--- src/rtl/control_unit_pkg.sv ---
// rtl/control_unit_pkg.sv - Mini SRC control unit opcodes, states and ALU codes
package control_unit_pkg;

    localparam logic [4:0] ALU_ADD   = 5'b00011;
    localparam logic [4:0] ALU_INCPC = 5'b11111;

    localparam logic [4:0] OP_LD   = 5'b00000;
    localparam logic [4:0] OP_LDI  = 5'b00001;
    localparam logic [4:0] OP_ST   = 5'b00010;
    localparam logic [4:0] OP_ADD  = 5'b00011;
    localparam logic [4:0] OP_ROL  = 5'b01010;
    localparam logic [4:0] OP_ADDI = 5'b01011;
    localparam logic [4:0] OP_ORI  = 5'b01101;
    localparam logic [4:0] OP_BR   = 5'b10010;
    localparam logic [4:0] OP_JR   = 5'b10011;
    localparam logic [4:0] OP_NOP  = 5'b11001;
    localparam logic [4:0] OP_HALT = 5'b11010;

    typedef enum logic [4:0] {
        S_T0   = 5'd0,
        S_T1   = 5'd1,
        S_T2   = 5'd2,
        S_T3   = 5'd3,
        S_T4   = 5'd4,
        S_T5   = 5'd5,
        S_T6   = 5'd6,
        S_T7   = 5'd7,
        S_HALT = 5'd8
    } state_e;

    typedef enum logic [3:0] {
        C_RTYPE,
        C_ITYPE,
        C_LDI,
        C_LD,
        C_ST,
        C_BR,
        C_JR,
        C_NOP,
        C_HALT,
        C_ILL
    } op_class_e;

endpackage

--- src/rtl/control_decode.sv ---
// rtl/control_decode.sv - combinational opcode to instruction class decode
module control_decode
    import control_unit_pkg::*;
(
    input  logic [4:0] opcode,
    output op_class_e  op_class
);

    // Map opcode to the class that selects the execute step sequence
    always_comb begin
        op_class = C_ILL;
        if (opcode >= OP_ADD && opcode <= OP_ROL) begin
            op_class = C_RTYPE;
        end else if (opcode >= OP_ADDI && opcode <= OP_ORI) begin
            op_class = C_ITYPE;
        end else begin
            case (opcode)
                OP_LD:   op_class = C_LD;
                OP_LDI:  op_class = C_LDI;
                OP_ST:   op_class = C_ST;
                OP_BR:   op_class = C_BR;
                OP_JR:   op_class = C_JR;
                OP_NOP:  op_class = C_NOP;
                OP_HALT: op_class = C_HALT;
                default: op_class = C_ILL;
            endcase
        end
    end

endmodule

--- src/rtl/control_unit.sv ---
// rtl/control_unit.sv - hardwired Mini SRC control FSM (T0..T7 step sequencer)
module control_unit
    import control_unit_pkg::*;
(
    input  logic        clk,
    input  logic        clr,
    input  logic        run,
    input  logic [31:0] ir,
    input  logic        con_ff,
    input  logic        mem_ready,
    output logic        Gra,
    output logic        Grb,
    output logic        Grc,
    output logic        Rin,
    output logic        Rout,
    output logic        BAout,
    output logic        Pout,
    output logic        Pen,
    output logic        MARen,
    output logic        MDRen,
    output logic        MDROut,
    output logic        IRen,
    output logic        Yen,
    output logic        Zen,
    output logic        ZLOout,
    output logic        Cout,
    output logic        ConIn,
    output logic        Read,
    output logic        Write,
    output logic [4:0]  alu_control,
    output logic        halted,
    output logic        illegal,
    output logic [4:0]  state
);

    state_e     state_q;
    state_e     state_d;
    logic [4:0] opcode_q;
    logic [4:0] dec_opcode;
    op_class_e  op_class;
    logic       unused_ir_bits;

    // IR is still being loaded during T2, so T2 decides nop/halt from the live opcode
    assign dec_opcode     = (state_q == S_T2) ? ir[31:27] : opcode_q;
    assign unused_ir_bits = ^ir[26:0];
    assign state          = state_q;

    control_decode u_decode (
        .opcode   (dec_opcode),
        .op_class (op_class)
    );

    // State register and opcode latch (opcode captured at the end of T2)
    always_ff @(posedge clk or negedge clr) begin
        if (!clr) begin
            state_q  <= S_T0;
            opcode_q <= '0;
        end else begin
            state_q <= state_d;
            if (state_q == S_T2) begin
                opcode_q <= ir[31:27];
            end
        end
    end

    // Next-state and Moore strobe decode; T0 fetch strobes also gated by reset
    always_comb begin
        state_d     = state_q;
        Gra         = 1'b0;
        Grb         = 1'b0;
        Grc         = 1'b0;
        Rin         = 1'b0;
        Rout        = 1'b0;
        BAout       = 1'b0;
        Pout        = 1'b0;
        Pen         = 1'b0;
        MARen       = 1'b0;
        MDRen       = 1'b0;
        MDROut      = 1'b0;
        IRen        = 1'b0;
        Yen         = 1'b0;
        Zen         = 1'b0;
        ZLOout      = 1'b0;
        Cout        = 1'b0;
        ConIn       = 1'b0;
        Read        = 1'b0;
        Write       = 1'b0;
        alu_control = 5'b00000;
        halted      = 1'b0;
        illegal     = 1'b0;
        case (state_q)
            S_T0: begin
                if (run && clr) begin
                    Pout        = 1'b1;
                    MARen       = 1'b1;
                    Zen         = 1'b1;
                    alu_control = ALU_INCPC;
                    state_d     = S_T1;
                end
            end
            S_T1: begin
                ZLOout = 1'b1;
                Pen    = 1'b1;
                Read   = 1'b1;
                MDRen  = 1'b1;
                if (mem_ready) state_d = S_T2;
            end
            S_T2: begin
                MDROut = 1'b1;
                IRen   = 1'b1;
                case (op_class)
                    C_NOP:   state_d = S_T0;
                    C_HALT:  state_d = S_HALT;
                    default: state_d = S_T3;
                endcase
            end
            S_T3: begin
                state_d = S_T4;
                case (op_class)
                    C_RTYPE, C_ITYPE: begin
                        Grb = 1'b1; Rout = 1'b1; Yen = 1'b1;
                    end
                    C_LDI, C_LD, C_ST: begin
                        Grb = 1'b1; BAout = 1'b1; Yen = 1'b1;
                    end
                    C_BR: begin
                        Gra = 1'b1; Rout = 1'b1; ConIn = 1'b1;
                    end
                    C_JR: begin
                        Gra = 1'b1; Rout = 1'b1; Pen = 1'b1;
                        state_d = S_T0;
                    end
                    default: begin
                        illegal = 1'b1;
                        state_d = S_T0;
                    end
                endcase
            end
            S_T4: begin
                state_d = S_T5;
                case (op_class)
                    C_RTYPE: begin
                        Grc = 1'b1; Rout = 1'b1; Zen = 1'b1;
                        alu_control = opcode_q;
                    end
                    C_ITYPE: begin
                        Cout = 1'b1; Zen = 1'b1;
                        alu_control = opcode_q;
                    end
                    C_LDI, C_LD, C_ST: begin
                        Cout = 1'b1; Zen = 1'b1;
                        alu_control = ALU_ADD;
                    end
                    C_BR: begin
                        Pout = 1'b1; Yen = 1'b1;
                    end
                    default: state_d = S_T0;
                endcase
            end
            S_T5: begin
                state_d = S_T0;
                case (op_class)
                    C_RTYPE, C_ITYPE, C_LDI: begin
                        ZLOout = 1'b1; Gra = 1'b1; Rin = 1'b1;
                    end
                    C_LD, C_ST: begin
                        ZLOout = 1'b1; MARen = 1'b1;
                        state_d = S_T6;
                    end
                    C_BR: begin
                        Cout = 1'b1; Zen = 1'b1;
                        alu_control = ALU_ADD;
                        state_d = S_T6;
                    end
                    default: state_d = S_T0;
                endcase
            end
            S_T6: begin
                state_d = S_T0;
                case (op_class)
                    C_LD: begin
                        Read = 1'b1; MDRen = 1'b1;
                        state_d = mem_ready ? S_T7 : S_T6;
                    end
                    C_ST: begin
                        Gra = 1'b1; Rout = 1'b1; MDRen = 1'b1;
                        state_d = S_T7;
                    end
                    C_BR: begin
                        ZLOout = 1'b1;
                        Pen    = con_ff;
                    end
                    default: state_d = S_T0;
                endcase
            end
            S_T7: begin
                state_d = S_T0;
                case (op_class)
                    C_LD: begin
                        MDROut = 1'b1; Gra = 1'b1; Rin = 1'b1;
                    end
                    C_ST: begin
                        Write = 1'b1;
                        state_d = mem_ready ? S_T0 : S_T7;
                    end
                    default: state_d = S_T0;
                endcase
            end
            S_HALT: begin
                halted = 1'b1;
            end
            default: state_d = S_T0;
        endcase
    end

endmodule

--- config.mk ---
export PLATFORM = sky130hd
export DESIGN_NAME = control_unit
export DESIGN_NICKNAME = d
export VERILOG_FILES = /design/src/rtl/control_unit_pkg.sv /design/src/rtl/control_decode.sv /design/src/rtl/control_unit.sv
export SDC_FILE = /design/constraint.sdc
export NUM_CORES = 1
export LEC_CHECK = 0
export ABC_CLOCK_PERIOD_IN_PS = 3100
export BUFFER_PORTS_ARGS = -buffer_cell sky130_fd_sc_hd__buf_2
export CAP_MARGIN = 20
export CORE_MARGIN = 10
export CORE_UTILIZATION = 40
export DETAILED_ROUTE_END_ITERATION = 8
export GPL_TIMING_DRIVEN = 0
export PLACE_DENSITY = 0.84
export SYNTH_ARGS = -nofsm -noshare
export SYNTH_HDL_FRONTEND = slang
export SYNTH_SLANG_ARGS = --single-unit
--- constraint.sdc ---
create_clock -name clk -period 3.1 [get_ports clk]
set_input_delay 0.775 -clock clk [delete_from_list [all_inputs] [get_ports clk]]
set_output_delay 0.775 -clock clk [all_outputs]
set_load 0.01 [all_outputs]
# Yosys cells after proc, flatten, opt, wreduce, memory -nomap -nowiden
# Index checks and enable logic that the tools add are counted.
[totals]
register_bits = 10
inputBits = 37
word_cells = 104
[classes]
magnitude_cmp = 4
n_eq_ne = 24
mux = 55
n_bitwise = 1
n_reduce_logical = 18
[ops]
columns = ["operator", "count"]
rows = [
  ["case mux 5 bit (9 select lines)", 1],
  ["case mux 4 bit (7 select lines)", 1],
  ["two-way mux 1 bit", 24],
  ["== test 5 x 3 -> 1 bit, second input constant", 4],
  ["== test 5 bit, second input constant", 4],
  ["two-way mux 5 bit", 4],
  ["== test 4 x 3 -> 1 bit, second input constant", 4],
  ["case mux 1 bit (2 select lines)", 8],
  ["== test 5 x 2 -> 1 bit, second input constant", 3],
  ["two-way mux 3 bit", 5],
  ["case mux 5 bit (3 select lines)", 1],
  ["case mux 1 bit (3 select lines)", 4],
  ["== test 5 x 1 -> 1 bit, second input constant", 2],
  ["<= comparator 5 x 4 -> 1 bit, second input constant", 2],
  ["zero test 5 bit", 2],
  ["case mux 5 bit (2 select lines)", 1],
  ["OR reduction 3 bit", 3],
  ["== test 4 x 2 -> 1 bit, second input constant", 2],
  ["two-way mux 4 bit", 2],
  ["case mux 4 bit (2 select lines)", 1],
  ["OR reduction 4 bit", 2],
  ["OR reduction 7 bit", 1],
  ["case mux 3 bit (2 select lines)", 1],
  ["OR reduction 2 bit", 3],
  ["14 further kinds", 17],
]

# Depth between registers and ports, before layout
[depth]
ltp_word = 10
ltp_mapped = 9
mapped_depth_nobuf = 7

# Hierarchy
# A second synthesis with hierarchy kept.
[hier_totals]
hier_cells = 170
area_unflattened_um2 = 1154.9
[by_module_without_submodules]
columns = ["module", "instances", "cells_per_inst", "area_each_um2", "seq_area_each_um2"]
rows = [
  ["control_unit", 1, 149, 1041.0, 225.2],
  ["control_decode", 1, 21, 113.9, 0.0],
]

# Worst setup path after synthesis
# OpenSTA, ideal clock, no wires.
[synth_timing]
path_kind = "register -> output"
startpoint = "register state_q[0] (netlist: state[0])"
endpoint = "output Grc"
t_arrival_ns = 2.339
setup_slack_ns = -0.014
path_stages_with_launch = 9
path_buffers = 2
path_cell_list = "dfrtp_1 buf_6 or4b_1 buf_2 inv_2 mux2_2 nor3_4 nand2_2 a2111oi_4"
[synth_via]
elab_chain_len = 9
elab_cells_between_ends = 22
cone_classes = "order compare: 4; eq/ne: 8; mux: 6; reduce/logical: 4"
[synth_lines]
columns = ["item", "line", "source"]
rows = [
  ["start, declared", "control_unit.sv:36", "state_e state_q;"],
  ["start signal, assigned", "control_unit.sv:59", "state_q <= state_d;"],
  ["== test 5 x 2 -> 1 bit", "control_unit.sv:44", "assign dec_opcode = (state_q == S_T2) ? ir[31:27] : opcode_q;"],
  ["two-way mux 5 bit", "n/a", ""],
  ["greater-or-equal comparator 5 x 4 -> 1 bit (tied with other cells)", "control_decode.sv:14", "end else if (opcode >= OP_ADDI && opcode <= OP_ORI) begin"],
  ["logical AND 1 bit / case mux 4 bit (7 select lines) (equally long branches)", "control_decode.sv:14, control_decode.sv:17", ""],
  ["two-way mux 4 bit", "control_decode.sv:14", ""],
  ["two-way mux 4 bit", "control_decode.sv:12", "if (opcode >= OP_ADD && opcode <= OP_ROL) begin"],
  ["zero test 4 bit", "control_unit.sv:141", "case (op_class)"],
  ["two-way mux 1 bit", "control_unit.sv:141", ""],
  ["two-way mux 1 bit (*)", "control_unit.sv:91", "case (state_q)"],
  ["end, declared", "control_unit.sv:13", "output logic Grc,"],
]
# Mark *: on every way between the ends. The rest lies on a longest branch, timed or not.

# Final worst setup path
[layout_timing]
startpoint = "register state_q[3] (netlist: state[3])"
endpoint = "output Grc"
# The elaborated chain is that of the path after synthesis.

==> impl_metrics.tcl <==
set metrics [dict create \
    r2r_slack_ns 0.70 \
    synth_edf_count 0 \
    synthesis.area_um2 1190 \
    synthFlopType "dfrtp_1" \
    multi_input_area_um2 1020 \
    drv_slew 0 \
    drive_above_1_share_pct 45.5 \
    worst_setup_path_end_kind "output pin" \
    layout_common_cells "buf_2 (34), buf_4 (23), nand2_1 (14), nor2_1 (11), nand3_1 (10)" \
    placed_area_um2 1420 \
    slowest_delay_ns 0.62 \
    cp_cell_sequence "or4b_4 -> inv_8 -> mux2_4 -> nor3_4 -> nand2_2 -> a2111oi_4 -> buf_2" \
    swShare_pct 51.8 \
    clock_latency_ns 0.27 \
    drtAntennaViolNets 0 \
    ys_warn_count 0 \
    wirelength_um 5380 \
    cts_buffers 3 \
    worst_pin_slew_ns 0.499 \
    finalNetCount 269 \
    first_global_vias 1614 \
    cts_root_buf "clkbuf_4" \
    crit_end "Grc" \
    port_buffers 36 \
    worstPathRequired_ns 2.32 \
    dr.pass1.iters 6 \
    design_area_um2 1850 \
    cp-startpoint "state[3]" \
    initialDrtViolationCount 259 \
    cpMaxStageDelayCell "or4b_4" \
    clk_pin_slew_ns 0.06 \
    min_path_type "input pin to asynchronous set/reset pin" \
    regArea_um2 228 \
    fin_crit_ns 3.37 \
    cp_num_cells 7 \
    grtUsageTotal_pct 17.0 \
    period_share_pct 109 \
    timing.fmax_mhz 297 \
    layout_commonest_cell "buf_2" \
    synthArstFlopShare_pct 100 \
    grt_max_degree 12 \
    synth_seq_cells 9 \
    reg2reg_to "state[0]" \
    viasPerCell 6.45 \
    yosysSeqAreaShare_pct 19.0 \
    dieHeight_um 74.5 \
    seqPwrFrac_pct 11.3 \
    dieArea_um2 5550 \
    max_slew_margin_pct 66.5 \
    grt_pass1_wl_um 7610 \
    clkPwrFrac_pct 4.5 \
    path_max_fanout 6 \
    rsz0062_at_grt "true" \
    wire_per_inst_um 20.5 \
    tritoncts "done" \
    hold_viol 0 \
    ios 68 \
    htreeDepth 1 \
    status "complete, but fails checks" \
    synth.distinct_cells 50 \
    coreArea_um2 2810 \
    finClkSkew_ns 0.00527 \
    syn_inst 166 \
    p_total_mw 2.07 \
    power_frac_comb_pct 84.2 \
    finalSetupViolCount 20 \
    vias 1691 \
    drc_errors 0 \
    internal_power_mw 0.996 \
    die_w_um 74.5 \
    syn2layout_area_growth_pct 55.5 \
    vdd_ir_drop_max_v 0.000624 \
    dp_hpwl_um 3260 \
    worstPathBufferInverterCount 2 \
    rr_worst_depth 8 \
    grt.overflow.total 0 \
    antenna_found_initial 0 \
    setup_ws_ns -0.267 \
    crit_family "simple AND/OR/NAND/NOR gates" \
    start_util_pct 42.3 \
    synth.avg_cell_area_um2 7.15 \
    num_antenna_cells 0 \
    path_class "flop to output pin" \
    startpoint_type "flop" \
    worst_ep_arrival_time_ns 2.59 \
    violations "negative setup slack" \
    rows 19 \
    maxCapViolCount 0 \
    p_leak_nw 0.871 \
    clock_path_buffers 2 \
    cts_hold_buf 0 \
    cts_sinks 9 \
    fill_cells 230 \
    powerDensity_nw_per_um2 1120 \
    gp_congestion 0.974 \
    crit-reg2reg-launch "state[3]" \
    pre_cts_ws_ns -0.160 \
    finalSetupTns_ns -2.38 \
    synth_nets 203 \
    power_switching_mw 1.07 \
]
-- per-layer routing --
| metal | wire length (µm) | global-route usage, % |
|---|---|---|
| met3 | 469 | 4.12 |
| met1 | 2000 | 19.8 |
| met2 | 2680 | 29.4 |
| met5 | 0 | 0 |
| met4 | 238 | 6.51 |
-- flip-flops by register name (all words and copies together), names as in the netlist --
| name | flops |
|---|---|
| opcode_q | 5 |
| state | 4 |
-- metrics by stage --
step / hold WS [ns] / utilization [%] / cells
floorplan: 0.479 / - / 166
global placement: 0.641 / 50.4 / 233
detailed placement: 0.649 / 50.4 / 233
CTS: 0.371 / 58.0 / 250
global route: 0.369 / 65.8 / 262
finish: 0.368 / 65.8 / 262
-- worst min path at each step --
stage / start / end / cells past startpoint
finish: clr / opcode_q[1] / 1
global route: clr / state[3] / 1
floorplan: clr / opcode_q[0] / 0
detailed placement: clr / state[1] / 1
global placement: clr / state[0] / 1
CTS: clr / state[1] / 1
-- power groups by stage --
stage               Combinational (mW)  Sequential [mW]  Clock [mW]
floorplan                        0.808            0.221           0
global placement                  1.10            0.226           0
detailed placement                1.13            0.229           0
CTS                               1.41            0.230      0.0902
global route                      1.83            0.237       0.101
finish                            1.74            0.233      0.0935
-- area by class of cell --
type / count / share of cell area, %
inverter: 9 / 2.24
tap: 31 / 2.10
sequential: 9 / 12.3
buffer: 13 / 4.27
clock buffer: 4 / 1.42
multi-input combinational: 133 / 55.0
timing repair buffer: 63 / 22.6
-- cells in the mapped netlist (3+ instances only) --
cell type | count | area [µm²]
nor2_1 | 14 | 52.6
or3_1 | 3 | 18.8
nand3_1 | 11 | 55.1
nand2_1 | 14 | 52.6
nand4_1 | 4 | 25.0
o21ai_1 | 5 | 25.0
o21ai_0 | 8 | 40.0
a21oi_1 | 9 | 45.0
and3_1 | 3 | 18.8
nor2b_1 | 3 | 18.8
mux2i_1 | 4 | 40.0
inv_1 | 7 | 26.3
a31oi_1 | 4 | 25.0
buf_2 | 4 | 20.0
nor3_1 | 8 | 40.0
a21o_1 | 3 | 22.5
clkbuf_1 | 8 | 30.0
dfrtp_1 | 9 | 225
and2_1 | 3 | 18.8
o22ai_1 | 3 | 18.8
-- cell families after synthesis --
| kind of cell | count (synthesis) | share of synthesized area, % |
|---|---|---|
| flops | 9 | 19.0 |
| buf+inv | 24 | 9.59 |
| simple gates | 74 | 33.0 |
| mux | 9 | 8.85 |
| compound gates | 47 | 27.8 |
| xor+xnor | 2 | 1.48 |
| other cells | 1 | 0.316 |
-- timing repair --
| item | in CTS | in global routing |
|---|---|---|
| gates cloned | 0 | 0 |
| buffers inserted | 13 | 14 |
| resized for setup | 20 | 33 |
| setup endpoints to repair | 22 | 21 |
| pin swaps | 11 | 11 |
Power figures use the tool's default switching activity.
